[src/rtl/mem_port_arbiter.sv]
// Arbitrates an instruction-fetch port and a data port onto one single-port backing memory.
// D wins ties unless IF has been starved too long; a watchdog ends stalled backend requests.
module mem_port_arbiter #(
    parameter int unsigned ADDR_W      = 32,
    parameter int unsigned DATA_W      = 32,
    parameter int unsigned TIMEOUT_CYC = 16,
    parameter int unsigned STARVE_LIM  = 4
) (
    input  logic              clk,
    input  logic              rst,
    input  logic              if_req,
    input  logic [ADDR_W-1:0] if_addr,
    output logic [DATA_W-1:0] if_rdata,
    output logic              if_ack,
    input  logic              d_req,
    input  logic              d_we,
    input  logic [ADDR_W-1:0] d_addr,
    input  logic [DATA_W-1:0] d_wdata,
    output logic [DATA_W-1:0] d_rdata,
    output logic              d_ack,
    output logic              err,
    output logic              mem_req,
    output logic              mem_we,
    output logic [ADDR_W-1:0] mem_addr,
    output logic [DATA_W-1:0] mem_wdata,
    input  logic [DATA_W-1:0] mem_rdata,
    input  logic              mem_ack
);

    localparam logic [1:0] StIdle   = 2'd0;
    localparam logic [1:0] StGrantI = 2'd1;
    localparam logic [1:0] StGrantD = 2'd2;
    localparam logic [1:0] StResp   = 2'd3;

    localparam int unsigned WdW = (TIMEOUT_CYC > 1) ? $clog2(TIMEOUT_CYC) : 1;
    localparam int unsigned StW = $clog2(STARVE_LIM + 1);
    localparam logic [WdW-1:0] WdLast    = WdW'(TIMEOUT_CYC - 1);
    localparam logic [StW-1:0] StarveMax = StW'(STARVE_LIM);

    logic [1:0]        state_q, state_d;
    logic [WdW-1:0]    wd_cnt_q, wd_cnt_d;
    logic [StW-1:0]    starve_cnt_q, starve_cnt_d;
    logic              if_ack_q, if_ack_d;
    logic              d_ack_q, d_ack_d;
    logic              err_q, err_d;
    logic [DATA_W-1:0] if_rdata_q, if_rdata_d;
    logic [DATA_W-1:0] d_rdata_q, d_rdata_d;
    logic              mem_req_q, mem_req_d;
    logic              mem_we_q, mem_we_d;
    logic [ADDR_W-1:0] mem_addr_q, mem_addr_d;
    logic [DATA_W-1:0] mem_wdata_q, mem_wdata_d;

    logic              done;
    logic [DATA_W-1:0] done_data;
    logic              if_forced;

    always_comb begin
        state_d      = state_q;
        wd_cnt_d     = wd_cnt_q;
        starve_cnt_d = starve_cnt_q;
        if_ack_d     = 1'b0;
        d_ack_d      = 1'b0;
        err_d        = 1'b0;
        if_rdata_d   = if_rdata_q;
        d_rdata_d    = d_rdata_q;
        mem_req_d    = mem_req_q;
        mem_we_d     = mem_we_q;
        mem_addr_d   = mem_addr_q;
        mem_wdata_d  = mem_wdata_q;
        done         = 1'b0;
        done_data    = '0;
        if_forced    = if_req && (starve_cnt_q == StarveMax);

        case (state_q)
            StIdle: begin
                if (d_req && !if_forced) begin
                    state_d     = StGrantD;
                    mem_req_d   = 1'b1;
                    mem_we_d    = d_we;
                    mem_addr_d  = d_addr;
                    mem_wdata_d = d_wdata;
                    wd_cnt_d    = '0;
                    // Below the limit here whenever IF is pending, so no overflow.
                    if (if_req) begin
                        starve_cnt_d = starve_cnt_q + 1'b1;
                    end
                end else if (if_req) begin
                    state_d      = StGrantI;
                    mem_req_d    = 1'b1;
                    mem_we_d     = 1'b0;
                    mem_addr_d   = if_addr;
                    mem_wdata_d  = '0;
                    wd_cnt_d     = '0;
                    starve_cnt_d = '0;
                end
            end
            StGrantI, StGrantD: begin
                done      = mem_ack || (wd_cnt_q == WdLast);
                done_data = (mem_ack && !mem_we_q) ? mem_rdata : '0;
                if (!done) begin
                    wd_cnt_d = wd_cnt_q + 1'b1;
                end else begin
                    state_d   = StResp;
                    mem_req_d = 1'b0;
                    err_d     = !mem_ack;
                    if (state_q == StGrantD) begin
                        d_ack_d   = 1'b1;
                        d_rdata_d = done_data;
                    end else begin
                        if_ack_d   = 1'b1;
                        if_rdata_d = done_data;
                    end
                end
            end
            StResp: begin
                state_d = StIdle;
            end
            default: begin
                state_d = StIdle;
            end
        endcase
    end

    always_ff @(posedge clk) begin
        if (rst) begin
            state_q      <= StIdle;
            wd_cnt_q     <= '0;
            starve_cnt_q <= '0;
            if_ack_q     <= 1'b0;
            d_ack_q      <= 1'b0;
            err_q        <= 1'b0;
            if_rdata_q   <= '0;
            d_rdata_q    <= '0;
            mem_req_q    <= 1'b0;
            mem_we_q     <= 1'b0;
            mem_addr_q   <= '0;
            mem_wdata_q  <= '0;
        end else begin
            state_q      <= state_d;
            wd_cnt_q     <= wd_cnt_d;
            starve_cnt_q <= starve_cnt_d;
            if_ack_q     <= if_ack_d;
            d_ack_q      <= d_ack_d;
            err_q        <= err_d;
            if_rdata_q   <= if_rdata_d;
            d_rdata_q    <= d_rdata_d;
            mem_req_q    <= mem_req_d;
            mem_we_q     <= mem_we_d;
            mem_addr_q   <= mem_addr_d;
            mem_wdata_q  <= mem_wdata_d;
        end
    end

    assign if_ack    = if_ack_q;
    assign d_ack     = d_ack_q;
    assign err       = err_q;
    assign if_rdata  = if_rdata_q;
    assign d_rdata   = d_rdata_q;
    assign mem_req   = mem_req_q;
    assign mem_we    = mem_we_q;
    assign mem_addr  = mem_addr_q;
    assign mem_wdata = mem_wdata_q;

endmodule

[config.mk]
export PLATFORM = sky130hd
export DESIGN_NAME = mem_port_arbiter
export DESIGN_NICKNAME = d
export VERILOG_FILES = /design/src/rtl/mem_port_arbiter.sv
export SDC_FILE = /design/constraint.sdc
export NUM_CORES = 1
export LEC_CHECK = 0
export ABC_CLOCK_PERIOD_IN_PS = 3500
export CAP_MARGIN = 10
export CORE_UTILIZATION = 44
export DETAILED_ROUTE_END_ITERATION = 12
export PLACE_DENSITY = 0.86
export SLEW_MARGIN = 20
export SYNTH_ARGS = -nofsm -noshare
export SYNTH_HDL_FRONTEND = slang
export SYNTH_SLANG_ARGS = --single-unit
[constraint.sdc]
create_clock -name clk -period 3.5 [get_ports clk]
set_clock_uncertainty 0.2 [all_clocks]
set_input_delay 0.35 -clock clk [delete_from_list [all_inputs] [get_ports clk]]
set_output_delay 0.35 -clock clk [all_outputs]
set_load 0.1 [all_outputs]
==> flow_metrics.py, run 1 <==
metrics = {
    "place": {
        "place_congestion": 0.798,
        "pre_cts_slack_ns": 0.940,
        "port_buffers": 266,
        "dp_hpwl_um": 11000,
    },
    "timing": {
        "hold_viol": 0,
        "period_minus_slack_ns": 2.54,
        "setup_violations": 0,
        "fin_crit_sh_pct": 72.6,
        "setup_slack_ns": 0.958,
        "relSlewSlack_pct": 28.5,
        "worstMarginPinSlew_ns": 1.07,
        "timing.fmax_ghz": 0.393,
        "finalSetupTns_ns": 0,
        "drv_slew": 0,
        "rsz0062_at_grt": "false",
    },
    "worst_setup_path": {
        "r2r_setup_slack_ns": 1.10,
        "critPathKind": "flop to primary output",
        "critPathTopFamily": "buffers and inverters",
        "cp_num_buf_inv": 1,
        "worstPathCellList": "clkdlybuf4s50_1",
        "critPathCaptureType": "primary output",
        "max_stage_delay_ns": 1.18,
        "cp.arrival_ns": 1.99,
        "worstPathRequired_ns": 2.95,
        "slowest_stage": "clkdlybuf4s50_1",
        "critPathLaunchType": "flop",
        "crit_fanout": 3,
    },
    "die": {
        "row_count": 40,
        "core_area_um2": 12100,
        "die_w_um": 114,
        "start_util_pct": 45.4,
        "die_area_um2": 12900,
        "die_h_um": 114,
        "io_pins": 267,
    },
    "min_path": {
        "hold_class": "flop to flop",
    },
    "final_layout": {
        "final_nets": 1069,
        "diodes": 0,
        "final_cell_mix": "265 x clkdlybuf4s50_1, 171 x nand2_1, 142 x dfxtp_1",
        "fillers": 929,
        "register_area_um2": 2840,
        "drive_gt1_share_pct": 4.89,
        "synthToLayoutAreaGrowth_pct": 60.3,
        "final_common_cell": "clkdlybuf4s50_1",
        "multi_input_area_um2": 2360,
    },
    "global_route": {
        "gr-total-overflow": 0,
        "track_usage_pct": 26.8,
        "grt_pass1_vias": 5417,
        "grt_max_degree": 104,
        "grt_pass1_wl_um": 27100,
        "antenna_found_initial": 0,
    },
    "clock_network": {
        "cts_tree": "built",
        "cts_buffer_depth": 2,
        "cts-root-buf": "clkbuf_16",
        "cts_setup_buffers": 0,
        "numCtsBuffers": 17,
        "numClockSinks": 142,
        "clock_latency_ns": 0.41,
        "path_clk_slew_ns": 0.06,
        "h-tree-depth": 4,
    },
    "pwr": {
        "sw_frac_of_total_pct": 48.2,
        "p_int_mw": 3.89,
        "leakagePower_nw": 3.12,
        "seq_power_share_pct": 27.5,
        "power_density_nw_per_um2": 853,
        "comb_power_share_pct": 48.6,
        "switchingPower_mw": 3.61,
        "power_frac_clock_pct": 23.9,
        "ir_drop_mv": 0.689,
    },
    "routing": {
        "drtAntennaViolNets": 0,
        "first_pass_iters": 5,
        "num_vias": 5821,
        "wl_um": 17000,
        "drt_first_iter_violations": 539,
        "wl_per_cell_um": 15.4,
        "drc_errors": 0,
        "via_per_inst": 5.25,
    },
    "synth": {
        "ys_types": 29,
        "syn-num-nets": 836,
        "ys_seq_area_share_pct": 51.9,
        "ys_ff_latch": 142,
        "synth_area_leaders": "dfxtp_1 52%, nand2_1 12%, a21oi_1 9.7%",
        "yosys_warnings": 0,
        "synth_cells": 696,
        "synth_top_cell_area_share_pct": 51.9,
        "synth.avg_cell_area_um2": 7.87,
        "post_synth_instance_area_um2": 5480,
        "synth_top_area_cell": "dfxtp_1",
    },
    "job": {
        "drv_cap": 0,
    },
    "status": {
        "status": "completed",
    },
}
-- sequential cells by signal, summed over array words and instances (netlist names) --
register and count:
d_ack 1, d_rdata 32, err 1, if_ack 1, if_rdata 32, mem_addr 32
mem_req 1, mem_wdata 32, mem_we 1, starve_cnt_q 3, state_q 2, wd_cnt_q 4
-- final timing paths --
kind,start,to,cells past startpoint
setup reg to reg,state_q[1]$_SDFFE_PP0P_,if_rdata[19]$_SDFFE_PP0P_,7
setup / recovery,mem_we$_SDFFE_PP0P_,mem_we,1
hold reg to reg,mem_wdata[29]$_SDFFE_PP0P_,mem_wdata[29]$_SDFFE_PP0P_,2
hold / removal,mem_wdata[29]$_SDFFE_PP0P_,mem_wdata[29]$_SDFFE_PP0P_,2
-- stage by stage --
stage          total power [mW]  std cells  utilization [%]  hold slack (ns)  area [um^2]
6_report                   7.49       1109             72.8            0.249         8780
5_1_grt                    7.79       1109             72.8            0.263         8780
4_1_cts                    7.52       1109             72.8            0.250         8780
3_5_place_dp               5.71       1077             67.9            0.242         8190
3_3_place_gp               5.69       1077             67.9            0.238         8190
2_1_floorplan              4.80        696                -            0.229         5480
-- cell usage after synthesis --
cell,instances
a211o_1,1
a21oi_1,106
a31o_1,1
a31oi_1,34
a32o_1,1
and2_1,1
and3_1,1
buf_1,4
buf_2,24
buf_4,1
clkbuf_1,34
dfxtp_1,142
ha_1,6
inv_1,6
mux2i_1,2
nand2_1,171
nand3_1,100
nand4_1,3
nor2_1,8
nor2b_1,1
nor3_1,2
nor3_2,1
nor3b_1,3
nor4_1,1
o21a_1,1
o21ai_0,36
o21ai_1,1
o21bai_1,1
or3_1,3
-- cells by family after synthesis --
family | Yosys count | share of synthesized area, %
AO/OA/AOI/OAI | 182 | 17.7
adder cells (fa/ha/maj) | 6 | 1.37
buffers and inverters | 69 | 5.34
flip-flops | 142 | 51.9
multiplexers | 2 | 0.365
AND/OR/NAND/NOR | 295 | 23.3
-- tightest hold or removal path, delay by kind of cell (launching register included) --
kind | cells | cell delay (ns)
AO/OA/AOI/OAI | 1 | 0.05
flip-flops | 1 | 0.30
AND/OR/NAND/NOR | 1 | 0.05
-- what timing repair did --
action,CTS,global route
hold buffers,1,0
gates resized for setup,0,0
hold endpoints to repair,6,0
-- routing by layer --
| layer | GRT usage (%) | share of wire (%) | up-vias |
|---|---|---|---|
| li1 | - | - | 2849 |
| met4 | 11.4 | 2.3 | 0 |
| met2 | 45.5 | 49 | 277 |
| met5 | 0 | 0 | - |
| met3 | 8.66 | 9.2 | 31 |
| met1 | 30.9 | 39 | 2664 |
-- power by group through the flow --
| stage | clock network [mW] | registers [mW] | logic [mW] |
|---|---|---|---|
| floorplan | 0 | 4.04 | 0.764 |
| global placement | 0 | 2.08 | 3.61 |
| detailed placement | 0 | 2.09 | 3.62 |
| CTS | 1.82 | 2.06 | 3.64 |
| global route | 1.89 | 2.09 | 3.80 |
| finish | 1.79 | 2.06 | 3.64 |
-- area by class of cell --
class / count / area share [%]
Multi-Input combinational cell: 485 / 26.9
Inverter: 6 / 0.256
Timing Repair Buffer: 277 / 31.4
Clock inverter: 12 / 1.64
Sequential cell: 142 / 32.4
Clock buffer: 19 / 5.04
Tap cell: 168 / 2.39
No activity file was read; power rests on OpenSTA's default activity.
==> run 2, diff against run 1 <==
Settings changed: ABC_CLOCK_PERIOD_IN_PS 3500 to 2560, CORE_UTILIZATION 44 to 41, PLACE_DENSITY 0.86 to 0.81.
Clock period 3.5 ns to 2.56 ns, I/O delays scaled along.
==> run 2 against run 1 <==
  * Cell count up 1.4%
  * First-iteration DRC count down 14%
  * Combinational power up 36%
  * Clock-buffer cell count up 1
  * Core utilization down 5.5 points
  * Worst hold slack worse by 0.048 ns
  * Register-to-register slack worse by 0.76 ns
  * Final area down 1.7%
  * Flip-flop and latch count unchanged
==> flow_metrics.py, run 2 (synthesized netlist as in run 1, its figures left out) <==
metrics = {
    "status": {
        "status": "completed",
    },
    "clock_network": {
        "clock_latency_ns": 0.41,
        "h-tree-depth": 4,
        "path_clk_slew_ns": 0.06,
        "cts_buffer_depth": 2,
        "numCtsBuffers": 17,
        "cts_setup_buffers": 0,
        "numClockSinks": 142,
        "cts_tree": "built",
        "postCtsHoldBufs": 0,
        "cts_resized": 0,
        "cts-root-buf": "clkbuf_16",
    },
    "final_layout": {
        "final_cell_mix": "171 x nand2_1, 147 x buf_4, 142 x dfxtp_1",
        "drive_gt1_share_pct": 20.1,
        "finalInstanceArea_um2": 8630,
        "fin_util_pct": 67.3,
        "multi_input_area_um2": 2370,
        "synthToLayoutAreaGrowth_pct": 57.6,
        "fillers": 1062,
        "diodes": 0,
        "final_common_cell": "nand2_1",
        "register_area_um2": 2840,
        "final_nets": 1079,
    },
    "pwr": {
        "ir_drop_mv": 0.926,
        "leakagePower_nw": 3.45,
        "p_total_mw": 10.3,
        "power_density_nw_per_um2": 1200,
    },
    "timing": {
        "setup_slack_ns": 0.336,
        "hold_viol": 0,
        "relSlewSlack_pct": 36.0,
        "fin_crit_sh_pct": 86.9,
        "finalSetupTns_ns": 0,
        "setup_violations": 0,
        "period_minus_slack_ns": 2.22,
        "timing.fmax_ghz": 0.450,
        "worstMarginPinSlew_ns": 0.955,
        "drv_slew": 0,
        "rsz0062_at_grt": "false",
    },
    "routing": {
        "wl_um": 16900,
        "drtAntennaViolNets": 0,
        "num_vias": 5821,
        "via_per_inst": 5.18,
        "wl_per_cell_um": 15.1,
        "drt_first_iter_violations": 466,
        "first_pass_iters": 4,
        "drc_errors": 0,
    },
    "worst_setup_path": {
        "critPathCaptureType": "flop",
        "critPathLaunchType": "flop",
        "worstPathCellList": "ha_1, a31oi_1, nor3_2, nand3_1, a21oi_1",
        "slowest_stage": "nor3_2",
        "cp.arrival_ns": 2.37,
        "critPathKind": "flop to flop",
        "max_stage_delay_ns": 0.79,
        "worstPathRequired_ns": 2.70,
        "critPathTopFamily": "simple AND/OR/NAND/NOR gates",
        "crit_fanout": 13,
        "cp_num_buf_inv": 0,
    },
    "die": {
        "die_h_um": 118,
        "core_area_um2": 12800,
        "io_pins": 267,
        "die_area_um2": 13800,
        "start_util_pct": 42.7,
        "row_count": 41,
        "die_w_um": 118,
    },
    "global_route": {
        "track_usage_pct": 24.0,
        "grt_max_degree": 60,
        "grt_pass1_vias": 5320,
        "antenna_found_initial": 0,
        "grt_pass1_wl_um": 26800,
        "gr-total-overflow": 0,
    },
    "place": {
        "pre_cts_slack_ns": 0.114,
        "place_congestion": 0.808,
        "place_area_um2": 8010,
        "port_buffers": 266,
        "dp_hpwl_um": 11400,
    },
    "min_path": {
        "hold_class": "input port to flop",
    },
    "job": {
        "drv_cap": 0,
    },
}
## run 2: changes by cell type in the layout (fill, tap and decap cells not counted), sizes merged
cell | before | now
buf | 11 | 154
clkdlybuf4s50 | 265 | 132
clkinv | 6 | 4
clkbuf | 19 | 20
clkinvlp | 2 | 3
dlygate4sd3 | 1 | 0
inv | 7 | 8
nor3 | 3 | 4
## run 2: through the flow
stage	instances	hold WS (ns)
after floorplan	696	0.135
after global placement	1091	0.239
after detailed placement	1091	0.244
after CTS	1123	0.182
after global routing	1124	0.188
final	1124	0.201
## run 2: tightest hold or removal path, cell delays in order
cell and delay, ns:
clkdlybuf4s50_1 0.39, nand2_1 0.05, a31oi_1 0.06
## run 2: routing by layer
metal / GRT usage [%] / wire length (um)
met2: 39.9 / 8190
met4: 9.38 / 374
met5: 0 / 0
met1: 28.6 / 6830
met3: 7.85 / 1540
## run 2: power by group
part	switching [mW]	total (mW)	leakage (nW)	internal [mW]
combinational	3.84	4.96	2.00	1.13
sequential	0.208	2.82	1.16	2.61
clock	0.952	2.54	0.293	1.59
## run 2: worst paths after layout
path | slack (ns) | endpoint | cells after the start | from
hold / removal | 0.20 | mem_addr[20]$_SDFFE_PP0P_ | 3 | d_addr[20]
hold reg to reg | 0.25 | mem_wdata[23]$_SDFFE_PP0P_ | 2 | mem_wdata[23]$_SDFFE_PP0P_
setup / recovery | 0.34 | if_rdata[11]$_SDFFE_PP0P_ | 5 | wd_cnt_q[0]$_SDFFE_PP0P_
setup reg to reg | 0.34 | if_rdata[11]$_SDFFE_PP0P_ | 5 | wd_cnt_q[0]$_SDFFE_PP0P_
## run 2: cell type report
| class | instances | share of cell area, % |
|---|---|---|
| clock buffers | 20 | 5.29 |
| clock inverters | 12 | 1.83 |
| inverters | 6 | 0.261 |
| multi-input cells | 486 | 27.5 |
| flip-flops and latches | 142 | 32.9 |
| well taps | 172 | 2.49 |
| repair buffers | 286 | 29.7 |
==> run 3, diff against run 2 <==
Settings changed: CORE_UTILIZATION 41 to 42, CTS_BUF_LIST set to sky130_fd_sc_hd__clkbuf_4 sky130_fd_sc_hd__clkbuf_8, PLACE_DENSITY 0.81 to 0.83.
==> run 3 against run 2 <==
  * Fmax increased by 2.6%
  * Worst setup slack improved by 0.057 ns
  * Wire length decreased by 2.4%
  * Flip-flop and latch count unchanged
  * Die area decreased by 2.3%
  * Sequential power about the same
  * Combinational power about the same
  * Cell count about the same
  * Clock-buffer cell count increased by 3
  * Sequential share of layout area increased by 0.68 points
  * Non-clock buffer count increased by 1
  * Register-to-register slack improved by 0.06 ns
  * Critical path type unchanged
  * Critical endpoint is now if_rdata[5]$_SDFFE_PP0P_
  * Largest power group unchanged
==> flow_metrics.py, run 3 (synthesized netlist as in run 1, its figures left out) <==
metrics = {
    "worst_setup_path": {
        "worstPathCellList": "inv_1, ha_1, inv_1, nor3_4, buf_4, nand3_1, a21oi_1",
        "r2r_start": "state_q[1]$_SDFFE_PP0P_",
        "max_stage_delay_ns": 0.54,
        "critPathTopFamily": "simple AND/OR/NAND/NOR gates",
        "cp_num_buf_inv": 3,
        "worstPathRequired_ns": 2.72,
        "critPathCaptureType": "flop",
        "cp.arrival_ns": 2.33,
        "critPathLaunchType": "flop",
        "crit_path_start": "state_q[1]$_SDFFE_PP0P_",
        "critPathKind": "flop to flop",
        "slowest_stage": "nor3_4",
        "crit_top_cell": "inv_1",
        "crit_fanout": 12,
    },
    "timing": {
        "worstMarginPinSlew_ns": 0.843,
        "finalSetupTns_ns": 0,
        "rsz0062_at_grt": "false",
        "setup_violations": 0,
        "timing.fmax_ghz": 0.461,
        "period_minus_slack_ns": 2.17,
        "relSlewSlack_pct": 43.5,
        "fin_crit_sh_pct": 84.7,
        "drv_slew": 0,
        "hold_viol": 0,
    },
    "pwr": {
        "sw_frac_of_total_pct": 49.9,
        "ir_drop_mv": 1.10,
        "comb_power_share_pct": 50.6,
        "power_density_nw_per_um2": 1150,
        "seq_power_share_pct": 28.8,
        "switchingPower_mw": 4.88,
        "leakagePower_nw": 3.37,
        "power_frac_clock_pct": 20.6,
        "p_int_mw": 4.89,
    },
    "clock_network": {
        "numCtsBuffers": 17,
        "numClockSinks": 142,
        "cts-root-buf": "clkbuf_8",
        "cts_buffer_depth": 2,
        "cts_tree": "built",
        "path_clk_slew_ns": 0.08,
        "cts_resized": 0,
        "h-tree-depth": 4,
        "clock_latency_ns": 0.43,
    },
    "place": {
        "dp_hpwl_um": 11200,
        "dpl.cell_count": 1091,
        "port_buffers": 266,
        "place_congestion": 0.757,
    },
    "die": {
        "io_pins": 267,
        "die_w_um": 116,
        "start_util_pct": 43.2,
        "core_area_um2": 12700,
        "row_count": 41,
        "die_h_um": 116,
        "die_area_um2": 13500,
    },
    "global_route": {
        "track_usage_pct": 23.9,
        "grt_max_degree": 68,
        "grt_pass1_wl_um": 25200,
        "gr-total-overflow": 0,
        "antenna_found_initial": 0,
        "grt_pass1_vias": 5205,
    },
    "min_path": {
        "min_from": "d_wdata[31]",
        "hold_class": "input port to flop",
    },
    "job": {
        "drv_cap": 0,
    },
    "routing": {
        "num_vias": 5843,
        "dr.max_layer_used": "met4",
        "via_per_inst": 5.19,
        "wl_met2_um": 7860,
        "drt_first_iter_violations": 500,
        "drc_errors": 0,
        "wl_um": 16500,
        "first_pass_iters": 5,
        "met1_length_um": 6810,
        "drtAntennaViolNets": 0,
        "wl_met3_um": 1480,
        "wl_per_cell_um": 14.7,
    },
    "final_layout": {
        "final_common_cell": "nand2_1",
        "fin_util_pct": 66.8,
        "drive_gt1_share_pct": 20.1,
        "synthToLayoutAreaGrowth_pct": 54.4,
        "final_cell_mix": "171 x nand2_1, 149 x buf_4, 142 x dfxtp_1",
        "diodes": 0,
        "final_nets": 1080,
        "stdcell_count": 1125,
    },
    "status": {
        "status": "completed",
    },
}
## run 3: final cells by class
class	count	area (um^2)
Inverter	6	22.5
Tap cell	172	215
Fill cell	1075	4210
Timing Repair Buffer	287	2550
Sequential cell	142	2840
Clock inverter	9	156
Clock buffer	23	298
Multi-Input combinational cell	486	2370
## run 3: layer usage
metal / track usage (%) / up-vias
li1: - / 2878
met1: 28.2 / 2681
met2: 39.5 / 250
met3: 8.41 / 34
met4: 10.1 / 0
met5: 0 / -
## run 3: final timing paths
path              slack, ns  cells past startpoint                    endpoint
setup / recovery       0.39                      7    if_rdata[5]$_SDFFE_PP0P_
hold / removal         0.18                      3  mem_wdata[31]$_SDFFE_PP0P_
setup reg to reg       0.39                      7    if_rdata[5]$_SDFFE_PP0P_
hold reg to reg        0.25                      2  mem_wdata[27]$_SDFFE_PP0P_
## run 3: tightest hold or removal path, stage by stage
cell             delay, ns
clkdlybuf4s50_1       0.39
nand3_1               0.06
a21oi_1               0.06
## run 3: timing repair
action,CTS,global route
setup buffers,0,0
endpoints found under the setup margin,0,2
hold buffers,1,0
endpoints found under the hold margin,16,0
## run 3: power by group through the flow
| stage | sequential, mW | clock [mW] | combinational [mW] |
|---|---|---|---|
| floorplan | 5.52 | 0 | 1.04 |
| global placement | 2.85 | 0 | 4.90 |
| detailed placement | 2.85 | 0 | 4.92 |
| CTS | 2.81 | 2.06 | 4.93 |
| global route | 2.86 | 2.18 | 5.16 |
| finish | 2.82 | 2.01 | 4.94 |
## run 3: metrics by stage
| stage | setup slack [ns] | cell area (um^2) | total power, mW | hold WS [ns] |
|---|---|---|---|---|
| after global placement | 0.251 | 7980 | 7.75 | 0.239 |
| after CTS | 0.178 | 8450 | 9.80 | 0.147 |
| after detailed placement | 0.206 | 7980 | 7.77 | 0.244 |
| after floorplan | 0.663 | 5480 | 6.57 | 0.135 |
| final | 0.393 | 8460 | 9.77 | 0.177 |
| after global routing | 0.279 | 8460 | 10.2 | 0.145 |
